**config.mk**
```make
export PLATFORM = sky130hd
export DESIGN_NAME = pcap_queue_dispatcher_flat
export DESIGN_NICKNAME = d
export VERILOG_FILES = /design/src/rtl/pcap_queue_dispatcher_if.sv /design/src/rtl/pcap_queue_dispatcher.sv /design/src/flat_wrapper.sv
export SDC_FILE = /design/constraint.sdc
export NUM_CORES = 1
export LEC_CHECK = 0
export ABC_AREA = 1
export CAP_MARGIN = 20
export CELL_PAD_IN_SITES_DETAIL_PLACEMENT = 0
export CELL_PAD_IN_SITES_GLOBAL_PLACEMENT = 2
export CORE_ASPECT_RATIO = 0.5
export CORE_MARGIN = 2
export CORE_UTILIZATION = 27
export DETAILED_ROUTE_END_ITERATION = 8
export PLACE_DENSITY = 0.83
export SYNTH_ARGS = -nofsm -noshare
export SYNTH_HDL_FRONTEND = slang
export SYNTH_SLANG_ARGS = --single-unit
```
**constraint.sdc**
```tcl
create_clock -name axi_aclk -period 17 [get_ports axi_aclk]
set_input_delay 3.4 -clock axi_aclk [delete_from_list [all_inputs] [get_ports axi_aclk]]
set_output_delay 3.4 -clock axi_aclk [all_outputs]
set_load 0.01 [all_outputs]
```
**src/rtl/pcap_queue_dispatcher_if.sv**
```systemverilog
// Read-side FIFO handshake and shared per-queue output bus of the pcap replay queue dispatcher.
// master = dispatcher side, slave = FIFO / replay consumer side.
interface pcap_queue_dispatcher_if #(
   parameter int FIFO_DATA_WIDTH = 144,
   parameter int NUM_QUEUES      = 4,
   parameter int NUM_QUEUES_BITS = $clog2(NUM_QUEUES)
);
   logic [FIFO_DATA_WIDTH-1:0] fifo_dout;
   logic [NUM_QUEUES_BITS-1:0] fifo_dout_qid;
   logic                       fifo_empty;
   logic                       fifo_rd_en;
   logic [FIFO_DATA_WIDTH-1:0] m_data;
   logic [NUM_QUEUES-1:0]      m_valid;
   logic                       m_sop;
   logic                       m_eop;
   logic [NUM_QUEUES-1:0]      m_ready;

   modport master (
      input  fifo_dout, fifo_dout_qid, fifo_empty, m_ready,
      output fifo_rd_en, m_data, m_valid, m_sop, m_eop
   );

   modport slave (
      output fifo_dout, fifo_dout_qid, fifo_empty, m_ready,
      input  fifo_rd_en, m_data, m_valid, m_sop, m_eop
   );
endinterface

```
**src/rtl/pcap_queue_dispatcher.sv**
```systemverilog
// Parses packet headers off the packed replay FIFO and steers data words to one of
// NUM_QUEUES replay consumers; disabled queues and illegal lengths are drained and dropped.
//
//   state  | meaning
//   HDR_HI | waiting for / popping header word 0 (upper half of tuser beat, discarded)
//   HDR_LO | popping header word 1: latch length-derived word count and queue ID
//   DATA   | moving data words into the single-entry output register
//   DROP   | popping and discarding data words of a rejected packet
module pcap_queue_dispatcher #(
   parameter int FIFO_DATA_WIDTH = 144,
   parameter int WORDS_PER_BEAT  = 2,
   parameter int BEAT_BYTES      = 32,
   parameter int NUM_QUEUES      = 4,
   parameter int NUM_QUEUES_BITS = $clog2(NUM_QUEUES),
   parameter int MAX_PKT_LEN     = 1518
) (
   input  logic                      axi_aclk,
   input  logic                      axi_areset,
   pcap_queue_dispatcher_if.master   bus,
   input  logic [NUM_QUEUES-1:0]     q_enable,
   output logic [32*NUM_QUEUES-1:0]  pkt_cnt,
   output logic [31:0]               drop_cnt
);
   localparam int BEAT_SHIFT = $clog2(BEAT_BYTES);
   localparam int CNT_W      = 16;

   typedef enum logic [1:0] {HDR_HI, HDR_LO, DATA, DROP} state_t;
   state_t state, state_nxt;

   logic [CNT_W-1:0]           word_cnt;
   logic [NUM_QUEUES_BITS-1:0] pkt_qid;
   logic [NUM_QUEUES_BITS-1:0] out_qid;
   logic                       sop_flag;
   logic                       out_valid;
   logic                       out_sop;
   logic                       out_eop;
   logic [FIFO_DATA_WIDTH-1:0] out_data;

   logic                       rd_en;
   logic                       hdr_take;
   logic                       start_data;
   logic                       load;
   logic                       drop_inc;
   logic                       drain;
   logic                       cnt_zero;
   logic [15:0]                hdr_len;
   logic [16:0]                hdr_beats;
   logic [CNT_W-1:0]           hdr_last;

   // Length is split around the strobe bit of byte 0.
   assign hdr_len   = {bus.fifo_dout[16:9], bus.fifo_dout[7:0]};
   assign hdr_beats = ({1'b0, hdr_len} + 17'(BEAT_BYTES - 1)) >> BEAT_SHIFT;
   assign hdr_last  = CNT_W'(32'(hdr_beats) * WORDS_PER_BEAT - 1);
   assign cnt_zero  = (word_cnt == '0);
   assign drain     = out_valid & bus.m_ready[out_qid];

   always_ff @(posedge axi_aclk or posedge axi_areset) begin
      if (axi_areset) state <= HDR_HI;
      else            state <= state_nxt;
   end

   always_comb begin
      state_nxt  = state;
      rd_en      = 1'b0;
      hdr_take   = 1'b0;
      start_data = 1'b0;
      load       = 1'b0;
      drop_inc   = 1'b0;
      case (state)
         HDR_HI: begin
            if (!bus.fifo_empty) begin
               rd_en     = 1'b1;
               state_nxt = HDR_LO;
            end
         end
         HDR_LO: begin
            if (!bus.fifo_empty) begin
               rd_en    = 1'b1;
               hdr_take = 1'b1;
               if (hdr_len == '0) begin
                  drop_inc  = 1'b1;
                  state_nxt = HDR_HI;
               end else if (hdr_len > 16'(MAX_PKT_LEN) || !q_enable[bus.fifo_dout_qid]) begin
                  state_nxt = DROP;
               end else begin
                  start_data = 1'b1;
                  state_nxt  = DATA;
               end
            end
         end
         DATA: begin
            if (!bus.fifo_empty && (!out_valid || drain)) begin
               rd_en = 1'b1;
               load  = 1'b1;
               if (cnt_zero) state_nxt = HDR_HI;
            end
         end
         DROP: begin
            if (!bus.fifo_empty) begin
               rd_en = 1'b1;
               if (cnt_zero) begin
                  drop_inc  = 1'b1;
                  state_nxt = HDR_HI;
               end
            end
         end
         default: state_nxt = HDR_HI;
      endcase
   end

   // out_qid belongs to the word in the register; pkt_qid already tracks the next packet.
   always_ff @(posedge axi_aclk or posedge axi_areset) begin
      if (axi_areset) begin
         word_cnt  <= '0;
         pkt_qid   <= '0;
         sop_flag  <= 1'b0;
         out_valid <= 1'b0;
         out_qid   <= '0;
         out_sop   <= 1'b0;
         out_eop   <= 1'b0;
         out_data  <= '0;
      end else begin
         if (hdr_take) begin
            pkt_qid  <= bus.fifo_dout_qid;
            word_cnt <= hdr_last;
         end
         if (start_data) sop_flag <= 1'b1;
         if (state == DROP && rd_en) word_cnt <= word_cnt - 1'b1;
         if (load) begin
            out_valid <= 1'b1;
            out_qid   <= pkt_qid;
            out_data  <= bus.fifo_dout;
            out_sop   <= sop_flag;
            out_eop   <= cnt_zero;
            sop_flag  <= 1'b0;
            word_cnt  <= word_cnt - 1'b1;
         end else if (drain) begin
            out_valid <= 1'b0;
         end
      end
   end

   always_ff @(posedge axi_aclk or posedge axi_areset) begin
      if (axi_areset) begin
         pkt_cnt  <= '0;
         drop_cnt <= '0;
      end else begin
         if (drop_inc) drop_cnt <= drop_cnt + 32'd1;
         for (int q = 0; q < NUM_QUEUES; q++) begin
            if (drain && out_eop && out_qid == NUM_QUEUES_BITS'(q))
               pkt_cnt[32*q +: 32] <= pkt_cnt[32*q +: 32] + 32'd1;
         end
      end
   end

   assign bus.fifo_rd_en = rd_en & ~axi_areset;
   assign bus.m_data     = out_data;
   assign bus.m_sop      = out_sop & out_valid;
   assign bus.m_eop      = out_eop & out_valid;

   always_comb begin
      bus.m_valid = '0;
      if (out_valid) bus.m_valid[out_qid] = 1'b1;
   end
endmodule

```
**src/flat_wrapper.sv**
```systemverilog
// flat-port wrapper written by rule: the top's interface ports become plain ports
module pcap_queue_dispatcher_flat 
#(
   parameter int FIFO_DATA_WIDTH = 144,
   parameter int WORDS_PER_BEAT  = 2,
   parameter int BEAT_BYTES      = 32,
   parameter int NUM_QUEUES      = 4,
   parameter int NUM_QUEUES_BITS = $clog2(NUM_QUEUES),
   parameter int MAX_PKT_LEN     = 1518
)
  (axi_aclk, axi_areset, q_enable, pkt_cnt, drop_cnt, bus_fifo_dout, bus_fifo_dout_qid, bus_fifo_empty, bus_m_ready, bus_fifo_rd_en, bus_m_data, bus_m_valid, bus_m_sop, bus_m_eop);
  pcap_queue_dispatcher_if #(.FIFO_DATA_WIDTH(FIFO_DATA_WIDTH), .NUM_QUEUES(NUM_QUEUES), .NUM_QUEUES_BITS(NUM_QUEUES_BITS)) bus_i ();
  input  logic axi_aclk;
  input  logic axi_areset;
  input  logic [NUM_QUEUES-1:0] q_enable;
  output logic [32*NUM_QUEUES-1:0] pkt_cnt;
  output logic [31:0] drop_cnt;
  input wire logic [$bits(bus_i.fifo_dout)-1:0] bus_fifo_dout;
  input wire logic [$bits(bus_i.fifo_dout_qid)-1:0] bus_fifo_dout_qid;
  input wire logic [$bits(bus_i.fifo_empty)-1:0] bus_fifo_empty;
  input wire logic [$bits(bus_i.m_ready)-1:0] bus_m_ready;
  output wire logic [$bits(bus_i.fifo_rd_en)-1:0] bus_fifo_rd_en;
  output wire logic [$bits(bus_i.m_data)-1:0] bus_m_data;
  output wire logic [$bits(bus_i.m_valid)-1:0] bus_m_valid;
  output wire logic [$bits(bus_i.m_sop)-1:0] bus_m_sop;
  output wire logic [$bits(bus_i.m_eop)-1:0] bus_m_eop;
  assign bus_i.fifo_dout = bus_fifo_dout;
  assign bus_i.fifo_dout_qid = bus_fifo_dout_qid;
  assign bus_i.fifo_empty = bus_fifo_empty;
  assign bus_i.m_ready = bus_m_ready;
  assign bus_fifo_rd_en = bus_i.fifo_rd_en;
  assign bus_m_data = bus_i.m_data;
  assign bus_m_valid = bus_i.m_valid;
  assign bus_m_sop = bus_i.m_sop;
  assign bus_m_eop = bus_i.m_eop;
  pcap_queue_dispatcher #(.FIFO_DATA_WIDTH(FIFO_DATA_WIDTH), .WORDS_PER_BEAT(WORDS_PER_BEAT), .BEAT_BYTES(BEAT_BYTES), .NUM_QUEUES(NUM_QUEUES), .NUM_QUEUES_BITS(NUM_QUEUES_BITS), .MAX_PKT_LEN(MAX_PKT_LEN)) u_core (.axi_aclk(axi_aclk), .axi_areset(axi_areset), .bus(bus_i), .q_enable(q_enable), .pkt_cnt(pkt_cnt), .drop_cnt(drop_cnt));
endmodule
```
Yosys cells after proc, flatten, opt, wreduce, memory -nomap -nowiden

Index checks and enable logic that the tools add are counted.

Add/subtract/negate cells: 8
$lt $le $gt $ge: 4
Equality and inequality tests: 10
Muxes and demuxes: 36
Bitwise gates (word level): 5
Reductions and logical operators: 22

Operators with widths:

| operator                                                                | number |
|---|---|
| 32-bit by 1-bit adder with 32-bit output (second input constant)        | 5 |
| 16-bit 2-to-1 mux                                                       | 3 |
| 16-bit logical NOT                                                      | 2 |
| 1-bit 2-to-1 mux                                                        | 20 |
| 16-bit by 5-bit adder with 17-bit output (second input constant)        | 1 |
| 16-bit by 11-bit > comparator with 1-bit output (second input constant) | 1 |
| 16-bit by 1-bit subtractor with 16-bit output (second input constant)   | 1 |
| 13-bit by 1-bit subtractor with 14-bit output (second input constant)   | 1 |
| 2-bit 2-to-1 mux                                                        | 6 |
| 2-bit equality test (second input constant)                             | 4 |
| 1-bit logical AND                                                       | 8 |
| 2-bit case mux with 4 select lines                                      | 1 |
| 2-bit by 3-bit < comparator with 1-bit output (second input constant)   | 2 |
| 2-bit != test (second input constant)                                   | 3 |
| 1-bit AND                                                               | 4 |
| 1-bit binary-select mux with 2-bit select                               | 2 |
| 2-bit by 1-bit equality test with 1-bit output (second input constant)  | 2 |
| 2-bit logical NOT                                                       | 2 |
| 4-bit 2-to-1 mux                                                        | 1 |
| 1-bit case mux with 2 select lines                                      | 2 |
| 4-bit AND reduction                                                     | 1 |
| 2-bit nonzero test                                                      | 2 |
| 1-bit logical NOT                                                       | 3 |
| 3-bit nonzero test                                                      | 1 |
| other kinds (6)                                                         | 7 |

Register bits after elaboration: 330
Input port bits: 157
Output and inout port bits: 311
Logic and storage cells: 99

Longest topological paths before layout

Depth in word-level cells: 10
Depth in mapped cells: 16
Depth with buffers taken out: 16

Worst setup path after synthesis

OpenSTA, ideal clock, no wires.

Kind: input port to output port
Start: in axi_areset
End: out bus_fifo_rd_en
Data arrival time: 10.766 ns
Slack: 2.834 ns
Stages: 3
Path buffers: 0
Cells stage by stage: inv_1 nand3_1 inv_1

Cells in the longest elaborated chain, start to end: 2

RTL lines:

| item               | line                         | text |
|---|---|---|
| start: declaration | flat_wrapper.sv:14           | `input logic axi_areset;` |
| 1-bit NOT          | pcap_queue_dispatcher.sv:156 | `assign bus.fifo_rd_en = rd_en & ~axi_areset;` |
| 1-bit AND          | pcap_queue_dispatcher.sv:156 |  |
| end: declaration   | flat_wrapper.sv:22           | `output wire logic [$bits(bus_i.fifo_rd_en)-1:0] bus_fifo_rd_en;` |

No other way between the ends.

Final worst setup path

Ends and elaborated chain as after synthesis.

==> impl_metrics.toml <==
[run_status]
status = "finished, final reports clean"

[timing]
holdWs_ps = 477
final.period_utilization_pct = 51.6
fmax_mhz = 114
finalSetupTns_ps = 0
period_minus_slack_ps = 8770
worst_slack_ps = 8230
fin_skew_ps = 21.8
hold_viol_final = 0
rsz0062_at_grt = "no"
worst_pin_slew_ps = 925
slew_headroom_pct = 38.3
maxSlewViolCount = 0
setup_viol = 0

[run]
cap_violations = 0

[setup_path]
cp-start-kind = "primary input"
cp_max_fo = 107
endpoint_kind = "primary output"
crit_required_ps = 13600
crit_type = "primary input to primary output"
cp_data_arrival_time_ps = 5370

[cts]
h-tree-depth = 2
insertion_delay_ps = 560
clkTransAtPathRegs_ps = 60
cts_tree = "yes"
cts_repair_resize_count = 0
post_cts_buffers = 0
cts_sinks = 330
numCtsBuffers = 37
clock_path_buffers = 3
hold_buffers = 0
cts_root_buffer = "clkbuf_16"

[synth]
ys_seq_area_share_pct = 50.3
synth_largest_area_cell = "dfrtp_1"
synthesis.area_um2 = 16400
synthFlopType = "dfrtp_1"
synth_nets = 2225
synth_seq_cells = 330
synth_cells = 2061
synth.distinct_cells = 35
synth_edf_count = 0
synthTopCellsByArea = "dfrtp_1 50%, nand2_1 19%, xor2_1 5.0%"
synth_warnings = 0
synth_top_cell_area_share_pct = 50.3
async_flop_share_pct = 100
synth_area_per_cell_um2 = 7.96

[route]
drtIter0Drc = 983
dr.pass1.iters = 5
wl_per_cell_um = 18.0
dr_total_vias = 14913
routed_wl_mm = 60.4
postRouteAntennaNets = 0
via_per_inst = 4.44
drc = 0

[finish]
fin_nets = 2687
mostFrequentLayoutCell = "nand2_1"
syn2layout_area_growth_pct = 41.7
antenna_cells = 0
final_cell_mix = "842 x nand2_1, 467 x clkdlybuf4s50_1, 330 x dfrtp_1"
design_area_um2 = 23200
drive_gt1_share_pct = 4.24

[floorplanning]
core-area_um2 = 59700
chipWidth_um = 353
die_y_um = 178
num_io_pins = 468
die-area_um2 = 62900
rows = 63
start_util_pct = 27.5

[power_and_ir_drop]
internal_power_uw = 2000
power_leakage_uw = 0.0108
switchingPower_uw = 962
power_frac_comb_pct = 31.6
max-vdd-ir-drop_mv = 0.0616
switching_share_pct = 32.5
powerDensity_nw_per_um2 = 127
clkPwrFrac_pct = 31.4
seqPwrFrac_pct = 37.0
power_uw = 2960

[global_route]
track_usage_pct = 18.7
grt_pass1_wl_mm = 91.0
antenna_found_initial = 0
top_usage_layer = "met2"
first_global_vias = 14695
grt_use_met2_pct = 32.5
grt_max_degree = 108
met1_usage_pct = 24.3
grt_overflow = 0
use_met3_pct = 2.82

[placed_design]
port_buffers = 467
hpwl_mm = 45.6
dpl_cell_area_um2 = 21900
gp_congestion = 0.881
dp_worst_setup_slack_ps = 8160

[worst_hold_path]
hold_path_class = "flip-flop to flip-flop"
==> flip-flops by register name (all words and copies together) (netlist names) <==
| signal | cells |
|---|---|
| u_core.out_qid | 2 |
| u_core.pkt_qid | 2 |
| u_core.out_valid | 1 |
| u_core.drop_cnt | 32 |
| u_core.pkt_cnt | 128 |
| u_core.state | 2 |
| u_core.sop_flag | 1 |
| u_core.out_eop | 1 |
| u_core.out_sop | 1 |
| u_core.word_cnt | 16 |
| u_core.bus.m_data | 144 |
==> final timing paths <==
path	endpoint	depth (start not counted)	slack [ps]	start
worst max-delay path	bus_fifo_rd_en	5	8230	axi_areset
worst min-delay path	u_core.bus.m_data[30]	2	480	u_core.bus.m_data[30]
worst max register to register	u_core.bus.m_data[82]	9	13610	u_core.out_qid[0]
worst min register to register	u_core.bus.m_data[30]	2	480	u_core.bus.m_data[30]
max in group asynchronous	u_core.pkt_cnt[6]	4	11380	axi_areset
min in group asynchronous	u_core.bus.m_data[105]	2	3370	axi_areset
==> through the flow <==
| step | utilization [%] | instances |
|---|---|---|
| finish | 39.0 | 3362 |
| CTS | 39.0 | 3362 |
| global route | 39.0 | 3362 |
| global placement | 36.7 | 3296 |
| detailed placement | 36.7 | 3296 |
| floorplan | - | 2061 |
==> area by class of cell <==
| cell class | instances | area [um^2] |
|---|---|---|
| clock inverter | 14 | 277 |
| clock buffer | 52 | 1090 |
| tap | 812 | 1020 |
| timing repair buffer | 474 | 4730 |
| fill | 6151 | 36400 |
| inverter | 160 | 611 |
| sequential | 330 | 8260 |
| multi-input combinational | 1520 | 7270 |
==> worst max-delay path: stages <==
cell	delay, ps
clkdlybuf4s50_1	490
inv_8	530
nand3_1	140
inv_1	120
clkdlybuf4s50_1	570
==> cells in the mapped netlist (all sizes together), types with 2 or more instances <==
| library cell | instances |
|---|---|
| nor3 | 58 |
| ha | 7 |
| xnor2 | 65 |
| o211ai | 5 |
| dfrtp | 330 |
| a21oi | 9 |
| nand3 | 92 |
| o221ai | 3 |
| nor2 | 179 |
| nor4 | 37 |
| xor2 | 94 |
| or2 | 2 |
| nand4 | 48 |
| clkbuf | 8 |
| nand2 | 849 |
| o22ai | 2 |
| o21ai | 66 |
| buf | 43 |
| inv | 160 |
==> cell families after synthesis <==
family	after synthesis	share of synthesized area [%]
buffers and inverters	211	5.42
adder cells (fa/ha/maj)	7	0.534
AND/OR/NAND/NOR	1268	32.4
XOR/XNOR	159	8.49
AO/OA/AOI/OAI	86	2.83
flip-flops	330	50.3
==> metal layers <==
| metal | vias to the layer above | routed length [um] |
|---|---|---|
| met5 | - | 0 |
| met4 | 0 | 1640 |
| met3 | 86 | 1910 |
| met2 | 227 | 30000 |
| met1 | 7174 | 26900 |
| li1 | 7426 | - |
==> power by group through the flow <==
stage                     sequential, uW  clock (uW)  combinational [uW]
after floorplan                     1180           0                 353
after global placement              1110           0                 944
after detailed placement            1110           0                 950
after CTS                           1100         955                 952
after global routing                1120         987                1020
final                               1100         931                 936
No activity file was read; power rests on OpenSTA's default activity.
